==> config.mk <==
export PLATFORM = sky130hd
export DESIGN_NAME = mem_arbiter
export DESIGN_NICKNAME = d
export VERILOG_FILES = /design/src/rtl/mem_arb_pkg.sv /design/src/rtl/mem_arb_rr.sv /design/src/rtl/mem_arbiter.sv
export SDC_FILE = /design/constraint.sdc
export NUM_CORES = 1
export LEC_CHECK = 0
export ABC_CLOCK_PERIOD_IN_PS = 1600
export BUFFER_PORTS_ARGS = -buffer_cell sky130_fd_sc_hd__buf_2
export CAP_MARGIN = 25
export CORE_AREA = 5 5 633 635
export DETAILED_ROUTE_END_ITERATION = 12
export DIE_AREA = 0 0 638 640
export SLEW_MARGIN = 20
export SYNTH_ARGS = -nofsm -noshare
export SYNTH_HDL_FRONTEND = slang
export SYNTH_SLANG_ARGS = --single-unit
==> constraint.sdc <==
create_clock -name clk_i -period 1.6 [get_ports clk_i]
set_input_delay 0.32 -clock clk_i [delete_from_list [all_inputs] [get_ports clk_i]]
set_output_delay 0.32 -clock clk_i [all_outputs]
set_load 0.01 [all_outputs]
==> src/rtl/mem_arb_pkg.sv <==
// ============================================================================
// Module      : mem_arb_pkg
// Description : Shared types and constants for the icache/dcache memory arbiter.
// Revision    : 1.0 - initial release
// ============================================================================
`default_nettype none

package mem_arb_pkg;

  typedef enum logic [0:0] {
    IDLE = 1'b0,
    BUSY = 1'b1
  } arb_state_t;

  localparam logic PORT_ICACHE = 1'b0;
  localparam logic PORT_DCACHE = 1'b1;

  localparam int DEF_ADDR_W = 32;
  localparam int DEF_LINE_W = 256;

endpackage

`default_nettype wire

==> src/rtl/mem_arb_rr.sv <==
// ============================================================================
// Module      : mem_arb_rr
// Description : Combinational 2-way round-robin picker, one-hot result.
// Revision    : 1.0 - initial release
// ============================================================================
`default_nettype none

module mem_arb_rr (
  input  logic [1:0] req,
  input  logic       last_grant,
  output logic [1:0] pick
);

  // A tie goes to whichever port did not win last time.
  always_comb begin
    pick = req;
    if (req == 2'b11) begin
      pick = last_grant ? 2'b01 : 2'b10;
    end
  end

endmodule

`default_nettype wire

==> src/rtl/mem_arbiter.sv <==
// ============================================================================
// Module      : mem_arbiter
// Description : Shares one line-wide memory port between icache (p0) and dcache (p1).
// Revision    : 1.0 - initial release
// ============================================================================
`default_nettype none

module mem_arbiter
  import mem_arb_pkg::*;
#(
  parameter int ADDR_W  = DEF_ADDR_W,
  parameter int LINE_W  = DEF_LINE_W,
  parameter int TIMEOUT = 64
) (
  input  logic              clk_i,
  input  logic              rst_i,
  input  logic              p0_enable_i,
  input  logic              p0_write_i,
  input  logic [ADDR_W-1:0] p0_addr_i,
  input  logic [LINE_W-1:0] p0_data_i,
  output logic              p0_ack_o,
  output logic [LINE_W-1:0] p0_data_o,
  input  logic              p1_enable_i,
  input  logic              p1_write_i,
  input  logic [ADDR_W-1:0] p1_addr_i,
  input  logic [LINE_W-1:0] p1_data_i,
  output logic              p1_ack_o,
  output logic [LINE_W-1:0] p1_data_o,
  output logic              mem_enable_o,
  output logic              mem_write_o,
  output logic [ADDR_W-1:0] mem_addr_o,
  output logic [LINE_W-1:0] mem_data_o,
  input  logic [LINE_W-1:0] mem_data_i,
  input  logic              mem_ack_i,
  output logic [1:0]        grant_o,
  output logic              timeout_o
);

  localparam int               CNT_W     = (TIMEOUT > 0) ? $clog2(TIMEOUT + 1) : 1;
  localparam logic [CNT_W-1:0] C_TIMEOUT = CNT_W'(TIMEOUT);

  arb_state_t        r_state;
  arb_state_t        w_state_next;
  logic              r_owner;
  logic              r_last_grant;
  logic              r_mem_write;
  logic [ADDR_W-1:0] r_mem_addr;
  logic [LINE_W-1:0] r_mem_data;
  logic [CNT_W-1:0]  r_wdog_cnt;
  logic              r_timeout;
  logic [1:0]        w_pick;
  logic              w_busy;
  logic              w_win;
  logic              w_win_port;

  mem_arb_rr u_rr (
    .req        ({p1_enable_i, p0_enable_i}),
    .last_grant (r_last_grant),
    .pick       (w_pick)
  );

  assign w_busy     = (r_state == BUSY);
  assign w_win      = (r_state == IDLE) && (|w_pick);
  assign w_win_port = w_pick[PORT_DCACHE];

  always_comb begin
    w_state_next = r_state;
    case (r_state)
      IDLE:    if (w_win)     w_state_next = BUSY;
      BUSY:    if (mem_ack_i) w_state_next = IDLE;
      default: w_state_next = IDLE;
    endcase
  end

  always_ff @(posedge clk_i) begin
    if (rst_i) r_state <= IDLE;
    else       r_state <= w_state_next;
  end

  // Transaction fields are captured once at grant and held until the next grant.
  always_ff @(posedge clk_i) begin
    if (rst_i) begin
      r_owner      <= PORT_ICACHE;
      r_last_grant <= PORT_ICACHE;
      r_mem_write  <= 1'b0;
      r_mem_addr   <= '0;
      r_mem_data   <= '0;
    end else if (w_win) begin
      r_owner      <= w_win_port;
      r_last_grant <= w_win_port;
      r_mem_write  <= w_win_port ? p1_write_i : p0_write_i;
      r_mem_addr   <= w_win_port ? p1_addr_i  : p0_addr_i;
      r_mem_data   <= w_win_port ? p1_data_i  : p0_data_i;
    end
  end

  // Watchdog only flags a stalled memory; the transaction is never aborted.
  always_ff @(posedge clk_i) begin
    if (rst_i) begin
      r_wdog_cnt <= '0;
      r_timeout  <= 1'b0;
    end else if (w_win) begin
      r_wdog_cnt <= '0;
    end else if (w_busy && !mem_ack_i && (r_wdog_cnt != C_TIMEOUT)) begin
      r_wdog_cnt <= r_wdog_cnt + 1'b1;
      if ((TIMEOUT != 0) && (r_wdog_cnt + 1'b1 == C_TIMEOUT)) begin
        r_timeout <= 1'b1;
      end
    end
  end

  assign mem_enable_o = w_busy;
  assign mem_write_o  = r_mem_write;
  assign mem_addr_o   = r_mem_addr;
  assign mem_data_o   = r_mem_data;
  assign timeout_o    = r_timeout;
  assign grant_o      = w_busy ? (r_owner ? 2'b10 : 2'b01) : 2'b00;

  assign p0_ack_o  = w_busy && mem_ack_i && (r_owner == PORT_ICACHE);
  assign p1_ack_o  = w_busy && mem_ack_i && (r_owner == PORT_DCACHE);
  assign p0_data_o = mem_data_i;
  assign p1_data_o = mem_data_i;

endmodule

`default_nettype wire
**Yosys cells after proc, flatten, opt, wreduce, memory -nomap -nowiden**

Cells that the tools add are included.

- Logic and storage cells: 34
- Output and inout port bits: 807
- Flip-flop bits (word level): 299
- Input port bits: 839

- Eq/ne operators: 3
- Muxes and demuxes: 10
- Add/sub/neg operators: 1
- Reductions and logical operators: 10
- Bitwise gates (word level): 3

Operators with widths:

| cell | number |
|---|---|
| $mux 256 | 1 |
| $mux 32 | 1 |
| $mux 2 | 4 |
| $add 7x1->7 const B | 1 |
| $eq 7x7->1 const B | 1 |
| $ne 7x7->1 const B | 1 |
| $logic_and 1x1->1 | 6 |
| $reduce_or 2->1 | 2 |
| $mux 1 | 3 |
| $not 1->1 | 3 |
| $reduce_and 3->1 | 1 |
| $eq 2x2->1 const B | 1 |
| $pmux 1 s2 | 1 |
| $logic_not 1->1 | 1 |

**Longest topological paths before layout**

- Depth after elaboration: 6
- Gate-level depth with buffers: 6
- Gate-level depth less buffers: 6

**By module**

Synthesis repeated with hierarchy kept, for this count alone.

- Cell total of the unflattened synthesis: 1878
- Area total of the unflattened synthesis: 18241.2 µm²

By module, submodules not included:

| module | cells an instance | area each (µm²) | instances | seq. area each (µm²) |
|---|---|---|---|---|
| mem_arbiter | 1875 | 18222.5 | 1 | 5985.7 |
| mem_arb_rr | 3 | 18.8 | 1 | 0.0 |

**Worst setup path after synthesis**

Ideal clock, no wire load.

- Kind: reg-to-reg
- From: register r_wdog_cnt[0]
- To: register r_timeout (netlist: timeout_o)
- Period minus slack after synthesis: 1477 ps
- Setup time: 88 ps
- Stages on the path, launching flop included: 7
- Path buffers: 0
- Setup slack: 123 ps
- Arrival: 1389 ps
- Data required time: 1512 ps
- Cells stage by stage: dfxtp_1 -> inv_1 -> ha_1 -> nand2_1 -> o31ai_4 -> or3b_1 -> o32ai_2

- Longest elaborated chain between the ends: 3
- Elaborated cells on any way between the ends: 5
- Classes of those cells: 1 x add/sub; 2 x eq/ne; 2 x reduce/logical

RTL lines:

| element | RTL line | source |
|---|---|---|
| from (decl) | mem_arbiter.sv:49 | `logic [CNT_W-1:0] r_wdog_cnt;` |
| from (signal assigned) | mem_arbiter.sv:105 | `r_wdog_cnt <= r_wdog_cnt + 1'b1;` |
| $add 7x1->7 / $ne 7x7->1 (equally long branches) | mem_arbiter.sv:106, mem_arbiter.sv:104 |  |
| $eq 7x7->1 / $logic_and 1x1->1 (equally long branches) | mem_arbiter.sv:106, mem_arbiter.sv:104 |  |
| $reduce_and 3->1 (no source line) * | - |  |
| to (signal assigned) | mem_arbiter.sv:101 | `r_timeout <= 1'b0;` |
| to (signal assigned) | mem_arbiter.sv:107 | `r_timeout <= 1'b1;` |
| to (decl) | mem_arbiter.sv:50 | `logic r_timeout;` |

Every way passes the cells marked *; elsewhere a longest branch is shown, timed or not.
A chain may end at the register's enable or synchronous reset.

**Final worst setup path**

- From: register r_state (netlist: mem_enable_o)
- To: output port p0_ack_o

- Longest elaborated chain between the ends: 2

RTL lines:

| element | RTL line | source |
|---|---|---|
| from (decl) | mem_arbiter.sv:42 | `arb_state_t r_state;` |
| from (signal assigned) | mem_arbiter.sv:77 | `else r_state <= w_state_next;` |
| $logic_and 1x1->1 (2 in a row) | mem_arbiter.sv:119 | `assign p0_ack_o = w_busy && mem_ack_i && (r_owner == PORT_ICACHE);` |
| to (decl) | mem_arbiter.sv:21 | `output logic p0_ack_o,` |

Every way passes these cells.

==> results.cfg <==
[setup_path]
required_ns = 1.28
critPathKind = reg2out
worstPathMaxFanout = 6
cp.arrival_ns = 1.53
critPathCaptureType = output port
start_kind = register

[floorplan]
rows = 231
start_util_pct = 4.15
core_mm2 = 0.395
chipWidth_um = 638
die_area_mm2 = 0.408
die_y_um = 640
io_pins = 1646

[cts]
clk_latency_ns = 0.73
clockRootBuffer = clkbuf_16
h-tree-depth = 2
clk_path_buf_depth = 3
clkTransAtPathRegs_ns = 0.06
numCtsBuffers = 46
cts_tree = done
clock-sinks = 299

[sta]
period_needed_ns = 1.85
slew_headroom_pct = 65.9
hold_viol_final = 0
fmax_mhz = 540
fin_ws_ns = -0.252
finClkSkew_ns = 0.0303
hold_slack_ns = 0.120
setup_viol = 286
drv_slew = 0
tightest_slew_ns = 0.510
finalCritPeriodShare_pct = 116
rsz0062_at_grt = true

[synthesis]
synth_nets = 2391
syn-instance-count = 1549
ys_warn_count = 0
synthDistinctLibCells = 38
synth_seq_area_share_pct = 36.5
synth_area_mm2 = 0.0164
synthArstFlopShare_pct = 0
synth-edff-count = 0
ys_ff_latch = 299
ys.flop_type = dfxtp_1
syn-mean-instance-area_um2 = 10.6

[finish]
final_common_cell = buf_2
drive_gt1_share_pct = 61.3
layout.nets = 3524
final_cells = 8088
mostFrequentLayoutCells = buf_2, dlygate4sd3_1, dfxtp_2
areaGrowthSynthToFinish_pct = 133
postLayoutCoreUtil_pct = 9.66

[route]
first_pass_iters = 5
remaining_drc_errors = 0
routed_wl_um = 346000
vias = 20000
vias_per_cell = 2.47
wl_per_cell_um = 42.8
drt_iter0_drc = 1476
antenna_left = 0

[grt]
grt_max_degree = 47
gr-total-overflow = 0
grt_first_pass_wirelength_um = 385000
grt_pass1_vias = 18800
antenna_found_initial = 382
track_usage_pct = 16.0

[power_and_ir_drop]
power_frac_comb_pct = 31.6
power.switching_uw = 10500
p_per_area_mw_per_mm2 = 818
peakVddDrop_mv = 0.834
p_sw_share_pct = 33.8
power_leakage_uw = 0.0141
p_seq_share_pct = 28.2
clkPwrFrac_pct = 40.2
p_int_uw = 20600

[min_path]
hp-class = in2reg

[placed_design]
routabilityCongestion = 0.839
dp_hpwl_um = 313000
dp_cells = 7155
io_buffers = 877

[status]
status = finished, violations left
violations = setup timing

[flow_run]
maxCapViolCount = 0
-- flip-flops by register name, indices dropped and copies added (netlist names) --
register and flops:
mem_data_o 256, mem_enable_o 1, timeout_o 1, r_wdog_cnt 7, r_last_grant 1, mem_write_o 1, mem_addr_o 32
-- critical path, cell delays in order (launching register included) --
cell,delay [ns]
dfxtp_2,0.34
buf_6,0.14
nand2_4,0.06
nor2_4,0.11
buf_8,0.14
-- synthesized netlist by cell type, drive strengths merged, types with 2 or more instances --
| master | count | share of area, % |
|---|---|---|
| dfxtp | 299 | 37 |
| o31ai | 2 | 0.18 |
| nor2 | 14 | 0.35 |
| or3 | 2 | 0.11 |
| nand2 | 5 | 0.11 |
| a21boi | 3 | 0.14 |
| buf | 595 | 27 |
| o2bb2ai | 289 | 15 |
| inv | 4 | 0.092 |
| mux2i | 290 | 18 |
| clkbuf | 16 | 0.37 |
| xor2 | 5 | 0.27 |
| nand4 | 3 | 0.11 |
| and3 | 4 | 0.17 |
| ha | 3 | 0.23 |
-- kinds of logic after synthesis --
family | after synthesis | share of synthesized area [%]
compound gates | 301 | 16.2
xor+xnor | 6 | 0.321
fa+ha+maj | 3 | 0.229
buf+inv | 615 | 27.8
flops | 299 | 36.5
mux | 290 | 17.7
simple gates | 35 | 1.16
-- layer usage --
metal / track usage (%) / up-vias / share of wire [%]
met4: 6.26 / 218 / 5.4
met3: 17.1 / 896 / 23
li1: - / 7529 / -
met1: 13.3 / 8726 / 29
met5: 2.07 / - / 0.69
met2: 24.5 / 2620 / 43
-- stage by stage --
step	cell area [um2]	TNS [ns]	setup WS [ns]	total power, uW
after floorplan	16400	0	0.123	11800
after global placement	24000	-70.81	-0.483	14000
after detailed placement	24000	-72.07	-0.519	14000
after CTS	35900	-45.50	-0.376	31100
after global routing	37900	-50.33	-0.361	32400
final	38100	-30.09	-0.252	31200
-- path summary, 6_finish.rpt --
check	startpoint	endpoint	slack (ns)	cells after the start
worst max-delay path	mem_enable_o	p0_ack_o	-0.25	4
worst min-delay path	p1_enable_i	mem_enable_o	0.12	4
worst max register to register	r_last_grant	mem_data_o[198]	-0.23	9
worst min register to register	mem_data_o[107]	mem_data_o[107]	0.46	1
-- power by group through the flow --
stage	clock (uW)	sequential (uW)	combinational, uW
CTS	13100	8760	9270
global placement	0	8610	5360
global route	13300	8860	10300
floorplan	0	8870	2900
finish	12500	8800	9840
detailed placement	0	8610	5390
-- area by class of cell --
cell class	count	area [um2]
Multi-Input combinational cell	635	7330
Inverter	4	15.0
Fill cell	45200	356000
Antenna cell	126	315
Tap cell	5242	6560
Clock inverter	32	504
Sequential cell	299	6400
Clock buffer	54	1260
Timing Repair Buffer	1696	15700
-- what timing repair did --
item / 4_1_cts / 5_1_grt
buffers inserted: 76 / 56
hold buffers: 581 / 0
gates resized for setup: 1013 / 278
endpoints found under the setup margin: 410 / 397
gates cloned: 16 / 15
hold endpoints to repair: 292 / 0
pin swaps: 4 / 33
No activity file was read; power rests on OpenSTA's default activity.
